File: config.mk
export PLATFORM = sky130hd
export DESIGN_NAME = smem_core_port
export DESIGN_NICKNAME = d
export VERILOG_FILES = /design/src/rtl/smem_core_port.sv
export SDC_FILE = /design/constraint.sdc
export NUM_CORES = 1
export LEC_CHECK = 0
export ABC_AREA = 1
export CORE_AREA = 2 2 145 119
export CTS_CLUSTER_DIAMETER = 60
export CTS_CLUSTER_SIZE = 16
export DETAILED_ROUTE_END_ITERATION = 7
export DIE_AREA = 0 0 147 121
export PLACE_DENSITY = 0.88
export SLEW_MARGIN = 20
export SYNTH_ARGS = -nofsm -noshare
export SYNTH_HDL_FRONTEND = slang
export SYNTH_SLANG_ARGS = --single-unit
File: constraint.sdc
create_clock -name clk -period 3.6 [get_ports clk]
set_input_delay 0.36 -clock clk [delete_from_list [all_inputs] [get_ports clk]]
set_output_delay 0.36 -clock clk [all_outputs]
set_load 0.03 [all_outputs]
File: src/rtl/smem_core_port.sv
// ---------------------------------------------------------------------------
// smem_core_port
//
// Core-side initiator for port B of a shared-memory dual-port RAM bank.
// A core issues reads and writes over a valid/ready request channel; this
// block drives the RAM's port B directly and collects read data, one cycle
// after the address edge, into a small response FIFO. Responses go back to
// the core in acceptance order, carrying the tag of the originating read.
//
// Request credits: a read is only accepted when a FIFO slot is guaranteed
// for it. The FIFO can therefore never overflow. Writes pass the same ready
// check but produce no response and take no credit.
//
// Ports
//   clk          clock, rising edge
//   rst          asynchronous active-high reset
//   req_valid    core request valid
//   req_ready    request accepted on an edge where valid & ready
//   req_we       1 = write, 0 = read
//   req_addr     word address within the local bank
//   req_wdata    write data
//   req_tag      read tag, echoed on the response
//   rsp_valid    read response valid
//   rsp_ready    core accepts the response
//   rsp_rdata    read data
//   rsp_tag      tag of the originating read
//   ram_we_b     RAM port B write enable
//   ram_addr_b   RAM port B address
//   ram_wdata_b  RAM port B write data
//   ram_rdata_b  RAM port B read data, valid one cycle after the address edge
// ---------------------------------------------------------------------------
`timescale 1ns/1ps

module smem_core_port #(
    parameter int LOCAL_ADDR_WIDTH = 10,
    parameter int DATA_WIDTH       = 32,
    parameter int TAG_WIDTH        = 4,
    parameter int FIFO_DEPTH       = 4
) (
    input  logic                        clk,
    input  logic                        rst,
    input  logic                        req_valid,
    output logic                        req_ready,
    input  logic                        req_we,
    input  logic [LOCAL_ADDR_WIDTH-1:0] req_addr,
    input  logic [DATA_WIDTH-1:0]       req_wdata,
    input  logic [TAG_WIDTH-1:0]        req_tag,
    output logic                        rsp_valid,
    input  logic                        rsp_ready,
    output logic [DATA_WIDTH-1:0]       rsp_rdata,
    output logic [TAG_WIDTH-1:0]        rsp_tag,
    output logic                        ram_we_b,
    output logic [LOCAL_ADDR_WIDTH-1:0] ram_addr_b,
    output logic [DATA_WIDTH-1:0]       ram_wdata_b,
    input  logic [DATA_WIDTH-1:0]       ram_rdata_b
);

    localparam int PW = $clog2(FIFO_DEPTH);
    localparam int CW = $clog2(FIFO_DEPTH + 1);
    localparam int EW = DATA_WIDTH + TAG_WIDTH;

    logic                 infl_v;
    logic [TAG_WIDTH-1:0] infl_tag;

    logic [EW-1:0]        fifo_mem [FIFO_DEPTH];
    logic [PW-1:0]        wr_ptr;
    logic [PW-1:0]        rd_ptr;
    logic [PW-1:0]        rd_ptr_next;
    logic [CW-1:0]        fifo_cnt;
    logic [CW-1:0]        fifo_cnt_next;
    logic [CW-1:0]        fifo_survivors;
    logic [CW-1:0]        count;

    logic                 req_accept;
    logic                 rd_accept;
    logic                 push;
    logic                 pop;
    logic [EW-1:0]        push_entry;
    logic [EW-1:0]        head_next;

    // Outstanding reads: those already queued plus the one whose data is
    // still coming out of the RAM. Built from registers only, so req_ready
    // has no combinational path from rsp_ready or req_valid.
    assign count      = fifo_cnt + CW'(infl_v);
    assign req_ready  = ~rst & (count < CW'(FIFO_DEPTH));
    assign req_accept = req_valid & req_ready;
    assign rd_accept  = req_accept & ~req_we;

    // Port B is driven straight from the request; the RAM registers it.
    assign ram_we_b    = req_accept & req_we & ~rst;
    assign ram_addr_b  = req_addr;
    assign ram_wdata_b = req_wdata;

    // The in-flight read lands in the FIFO on the edge after it was issued.
    assign push       = infl_v;
    assign pop        = rsp_valid & rsp_ready;
    assign push_entry = {ram_rdata_b, infl_tag};

    // Work out the FIFO state after this edge and which entry will be the
    // new head. If the FIFO is empty once any pop is applied, the entry
    // being pushed is the head and must bypass the storage array.
    always_comb begin
        rd_ptr_next    = rd_ptr;
        fifo_cnt_next  = fifo_cnt;
        fifo_survivors = fifo_cnt - CW'(pop);
        if (pop) begin
            rd_ptr_next = rd_ptr + PW'(1);
        end
        fifo_cnt_next = fifo_survivors + CW'(push);
        head_next     = fifo_mem[rd_ptr_next];
        if (push && (fifo_survivors == '0)) begin
            head_next = push_entry;
        end
    end

    // Control state and the registered response head. The response
    // registers are only reloaded when the FIFO stays non-empty, so they
    // hold steady while the core stalls and keep their last value once
    // drained.
    always_ff @(posedge clk or posedge rst) begin
        if (rst) begin
            infl_v    <= 1'b0;
            infl_tag  <= '0;
            wr_ptr    <= '0;
            rd_ptr    <= '0;
            fifo_cnt  <= '0;
            rsp_valid <= 1'b0;
            rsp_rdata <= '0;
            rsp_tag   <= '0;
        end else begin
            infl_v <= rd_accept;
            if (rd_accept) begin
                infl_tag <= req_tag;
            end
            if (push) begin
                wr_ptr <= wr_ptr + PW'(1);
            end
            rd_ptr    <= rd_ptr_next;
            fifo_cnt  <= fifo_cnt_next;
            rsp_valid <= (fifo_cnt_next != '0);
            if (fifo_cnt_next != '0) begin
                {rsp_rdata, rsp_tag} <= head_next;
            end
        end
    end

    // FIFO storage needs no reset; occupancy alone decides what is valid.
    always_ff @(posedge clk) begin
        if (push) begin
            fifo_mem[wr_ptr] <= push_entry;
        end
    end

endmodule

==> results.txt <==
* Setup bufs post-CTS: 0
- Transition time of the tightest slew-check pin: 981 ps
* Most area-hungry cell type in the Yosys netlist: sky130_fd_sc_hd__edfxtp_1
- Static power due to leakage: 4.44 nW
- Routability congestion estimate: 0.759
* Combined area of the multi-input logic cells: 2280 µm²
- The clock passes through at most 2 buffers.
* Status: complete, no violations
- For the final routed database, the setup TNS stands at 0 ps.
- Top post-synthesis cells by area: sky130_fd_sc_hd__edfxtp_1 48%, sky130_fd_sc_hd__dfrtp_1 14%, sky130_fd_sc_hd__nand3_1 9.7%
- After clock tree synthesis, the clock-pin slew on the worst setup and hold paths is 70 ps.
- Clock tree synthesis inserted a total of 17 buffers.
* CTS-repair resized insts: 0
- In the layout the commonest cells are 174 x sky130_fd_sc_hd__nand3_1, 172 x sky130_fd_sc_hd__nand2_1, 157 x sky130_fd_sc_hd__inv_1, 144 x sky130_fd_sc_hd__edfxtp_1, 79 x sky130_fd_sc_hd__clkdlybuf4s50_1.
* Instance count of the mapped netlist: 897
- Post-layout net count: 1012
- Count of final max-slew check failures: 0
- Launching element type of the critical path: flop
- In the routed design, unresolved DRC markers number 0.
- Sinks on the clock net: 193
- Dividing the detail-routed via count by the number of cells gives 5.42.
- Largest net degree at the start of global routing: 50
- For the finished layout, the period the worst path requires is 2680 ps.
- Summed over all layers, the routed wires come to 19800 µm.
- The die covers 17800 µm².
* CTS H-tree lvls: 4
- Placeable core region: 16300 µm²
* Cts-stage hold buffer count: 0
- For the worst setup path, the data arrival time is 2320 ps.
- By startpoint and endpoint, the worst setup path is classified as reg -> out.
* Starting Density: 55.3%
* Vias in the first global route: 6354
- Of all nets on the critical path, the largest fanout is 10.
- Setup skew after layout: 7.63 ps
- Number of standard-cell rows in the floorplan: 42
- Fill count: 1221
* Count of input and output buffers: 79
- Data required time at the worst endpoint: 3240 ps
- PwrDens: 812 nW/µm²
* Maximum clock frequency: 374 MHz
- The synthesized design contains 193 register bits.
- The count of nets left with antenna violations once routing finished came out at 0.
- At the placement stage, the worst setup path has a slack of 704 ps.
- Number of setup violations in the final report: 0
* Number of max-cap violations: 0
* Top cell type's share of synthesized area: 48.0%
* Unrepaired setup endpoints after global routing: no
- From bottom edge to top edge, the die measures 121 µm.
* Endpoints failing hold: 0
- Summing all flip-flop and latch instances after layout gives 5550 µm².
- Layout cells sized above 1: 7.28%
- TritonCTS built the clock tree.
* Average cell area after synthesis: 10.0 µm²
* Syn Nets: 988
- The number of antenna diodes in the final layout is 0.
- Final core occ: 62.9%
* Kind of path behind the tightest hold check: in -> async
- Antenna violations before repair: 0
- Setup slack closes at 923 ps.
* Worst max-slew margin expressed relative to the limit: 34.5%
* Number of design-rule violations left by the first detailed-router iteration: 518
* Most common cell after layout, fill and taps aside: sky130_fd_sc_hd__nand3_1
* Die extent in x: 147 µm
- In the final routed layout, each cell accounts on average for 17.2 µm.
- Distinct cell type count of the synthesized netlist: 23
* Root buffer cell: sky130_fd_sc_hd__clkbuf_16
* Area overhead of the layout relative to synthesis: 13.7%
- Netlist area before placement: 9010 µm²
- The first global-routing pass estimated 31800 µm of wire.
* Yosys synthesis warning count: 0
- Drt first pass iters: 5
- Grt ovf: 0
- Global routing consumed, over all layers together, 23.3% of the routing resources.
* Maximum vdd ir drop: 498 µV
- The worst setup path is captured at an output pin.
- Clk Latency, worst-skew pair: 430 ps
* Number of primary I/O pins: 164
* Post-synthesis sequential area ratio: 61.6%
- Total vias in the final route: 6253
* Crit share post-route: 74.4%
- After layout, the design draws a total of 8.32 mW.
- HPWL after detailed placement: 11200 µm
[worst max-delay path, cell delays in order (launching register included)]
cell                              delay (ps)
sky130_fd_sc_hd__dfrtp_1                 530
sky130_fd_sc_hd__nand3_1                 140
sky130_fd_sc_hd__nand2_1                 100
sky130_fd_sc_hd__nand2_1                  80
sky130_fd_sc_hd__nor2_2                  190
sky130_fd_sc_hd__nand2_1                  80
sky130_fd_sc_hd__nor2_1                   90
sky130_fd_sc_hd__clkdlybuf4s50_1         670
[final timing paths]
path | slack, ps | depth (start not counted) | start | endpoint
hold / removal | 460 | 3 | rst | rsp_tag[2]
min in group clk | 500 | 2 | rsp_rdata[8] | rsp_rdata[8]
max in group asynchronous | 2720 | 3 | rst | rsp_rdata[27]
hold reg to reg | 500 | 2 | rsp_rdata[8] | rsp_rdata[8]
setup / recovery | 920 | 7 | infl_v | ram_we_b
setup reg to reg | 1010 | 10 | rsp_valid | rsp_rdata[17]
[stage by stage]
stage	area (µm²)	hold slack, ps	cells
after detailed placement	9630	493	1122
after floorplan	9010	459	897
final	10200	457	1154
after CTS	10200	479	1154
after global routing	10200	520	1154
after global placement	9630	489	1122
[power breakdown]
part / internal [mW] / switching [mW] / total [mW]
clock: 1.17 / 0.827 / 2.00
combinational: 1.11 / 2.19 / 3.30
sequential: 2.77 / 0.257 / 3.03
total: 5.04 / 3.28 / 8.32
[logic make-up (layout without fill, tap and decap cells)]
family                   Yosys count  count (layout)  share of synthesized area [%]
adder cells (fa/ha/maj)            8               8                           1.11
buffers and inverters            252             289                           13.2
AND/OR/NAND/NOR                  406             406                           21.9
flip-flops                       193             193                           61.6
AO/OA/AOI/OAI                     37              37                           2.06
XOR/XNOR                           1               1                         0.0972
[area by class of cell]
| class | count | area share, % |
|---|---|---|
| repair buffers | 93 | 8.87 |
| multi-input cells | 452 | 22.2 |
| clock buffers | 20 | 4.26 |
| well taps | 220 | 2.69 |
| clock inverters | 12 | 1.76 |
| flip-flops and latches | 193 | 54.2 |
| inverters | 164 | 6.01 |
[metal layers]
layer,track usage (%),share of wire (%),vias up
met5,0,0,-
li1,-,-,2930
met1,29.4,40,2997
met4,11.4,2.1,0
met3,4.59,8.1,50
met2,39.3,50,276
[state kept, by name (all words and copies together) (netlist names)]
signal,cells
rsp_rdata,32
infl_v,1
fifo_mem,144
fifo_cnt,3
rsp_tag,4
wr_ptr,2
rsp_valid,1
rd_ptr,2
infl_tag,4
[synth_stat cells (all sizes together)]
cell	count
inv	164
nand3b	37
nand2	177
clkbuf	6
and2	1
edfxtp	144
nor2	5
o21ai	37
xor2	1
ha	8
nand3	185
nand4	1
dfrtp	49
buf	82
Power figures use the tool's default switching activity.
==> RTL change: new RTL, same flow settings <==
The parameter `LOCAL_ADDR_WIDTH` goes from 10 to 11.
--- a/src/rtl/smem_core_port.sv
+++ b/src/rtl/smem_core_port.sv
@@ -33,5 +33,5 @@
 
 module smem_core_port #(
-    parameter int LOCAL_ADDR_WIDTH = 10,
+    parameter int LOCAL_ADDR_WIDTH = 11,
     parameter int DATA_WIDTH       = 32,
     parameter int TAG_WIDTH        = 4,
Interface: changed (resized ram_addr_b and req_addr); port bits go from 164 to 166. No check against the original RTL was run, so the function may have changed too.
==> RTL change against the original RTL <==
Critical path depth grew 6. Global-route usage shrank 0.24 points. Design area shrank 0.65%. Fmax grew 0.18%. Total power shrank 2.3%. Worst setup slack gained 0.0048 ns. Sequential cell count is the same. Cell count shrank 0.17%. Sequential share of layout area grew 0.35 points. Die area is the same. Wire length shrank 1.5%. Area after synthesis is essentially flat. Critical path type is now flop to flop. Critical endpoint is now rsp_rdata[31]. Largest cell class unchanged.
==> RTL change: results (changes against the original RTL) <==
| Metric | Value |
|---|---|
| Status | `finished clean` |
| Layout Nets | `1011 (-0.099%)` |
| Crit path DAT | `3.00 ns (+0.68 ns)` |
| Hold Crit Class | `flop to flop` |
| Drt via density | `5.349 (-1.3%)` |
| M2 GR Usage | `39.67% (+0.41 points)` |
| DP HPWL | `11070 um (-0.99%)` |
| Non-clk bufs | `91 (-2.2%)` |
| Placed cells | `1120 (-0.18%)` |
| Placement Setup Slack | `0.6309 ns (-0.07282 ns)` |
| Reg-to-reg critical path endpoint | `rsp_rdata[31]` |
| Ratio of cells with drive above 1 in the final layout | `7.511% (+0.23 points)` |
| Seq cells | `193 (unchanged)` |
| Seq/Total Area, Yosys | `61.55% (about the same)` |
| CP peak stage delay | `0.44 ns (-0.23 ns)` |
| M3 GR Usage | `4.774% (+0.19 points)` |
| Crit Path Max Fanout | `25 (+15)` |
| Worst Skew | `0.006848 ns (-0.0007795 ns)` |
| Met1 track demand over resource | `28.53% (-0.83 points)` |
| Final Cell Area | `10180 um2 (-0.65%)` |
| Wire per inst | `16.97 um (-1.3%)` |
| Critical path type | `flop to flop` |
| Metal-1 WL | `7660 um (-2.5%)` |
| Clock-cell share | `5.680% (-0.34 points)` |
| Syn nets | `990 (+0.20%)` |
| Delay-heaviest family, CP | `adder cells` |
| Critical Path Slowest Stage Cell | `dfrtp_1` |
| Gpl congestion | `0.7713 (+1.6%)` |
| Gr usage total | `23.11% (-0.24 points)` |
| Worst R2R Setup Slack | `0.93 ns (-0.08 ns)` |
| Placed Area | `9599 um2 (-0.29%)` |
| Slew @ Worst Pin | `0.9644 ns (-0.01691 ns)` |
| Cell area after synthesis | `9017 um2 (about the same)` |
| Syn Area/Cell | `10.04 um2 (about the same)` |
| Metal3 WL | `1597 um (-0.99%)` |
| Reg2reg path depth | `13 (+3)` |
| Sequential share of cell area | `54.54% (+0.35 points)` |
| Multi-input combinational area share | `22.38% (+0.14 points)` |
| Final wirelength | `19550 um (-1.5%)` |
| Min Hold Slack | `0.5049 ns (+0.04748 ns)` |
| Synth top area cells | `edfxtp_1 48%, dfrtp_1 14%, nand3_1 9.7%` |
| Fill count | `1233 (+0.98%)` |
| Period minus WS final | `2.672 ns (-0.004770 ns)` |
| Non-Clock Buffer Area Fraction | `8.655% (-0.21 points)` |
| CP endpoint | `rsp_rdata[31]` |
[RTL change: changes by cell type in the layout (fill, tap and decap cells not counted), sizes merged]
cell and delta:
buf -2, bufinv -3, clkinvlp +3, clkinv +3, clkbuf -3
[RTL change: tightest hold or removal path: stages (launching register included)]
cell and delay [ns]:
dfrtp_1 0.34, nand3_1 0.07, nand2_1 0.06
[RTL change: logic make-up after synthesis]
| kind of cell | Yosys count | share of synthesized area (%) |
|---|---|---|
| simple gates | 406 | 21.92 |
| compound gates | 37 | 2.054 |
| buf+inv | 253 | 13.26 |
| xor+xnor | 1 | 0.09715 |
| flops | 193 | 61.55 |
| fa+ha+maj | 8 | 1.110 |
[RTL change: where the power goes]
group	internal (uW)	total, uW	leakage (uW)	switching (uW)
sequential	2770	2990	0.00189	223
clock	971	1840	0.000270	865
combinational	1090	3310	0.00224	2220
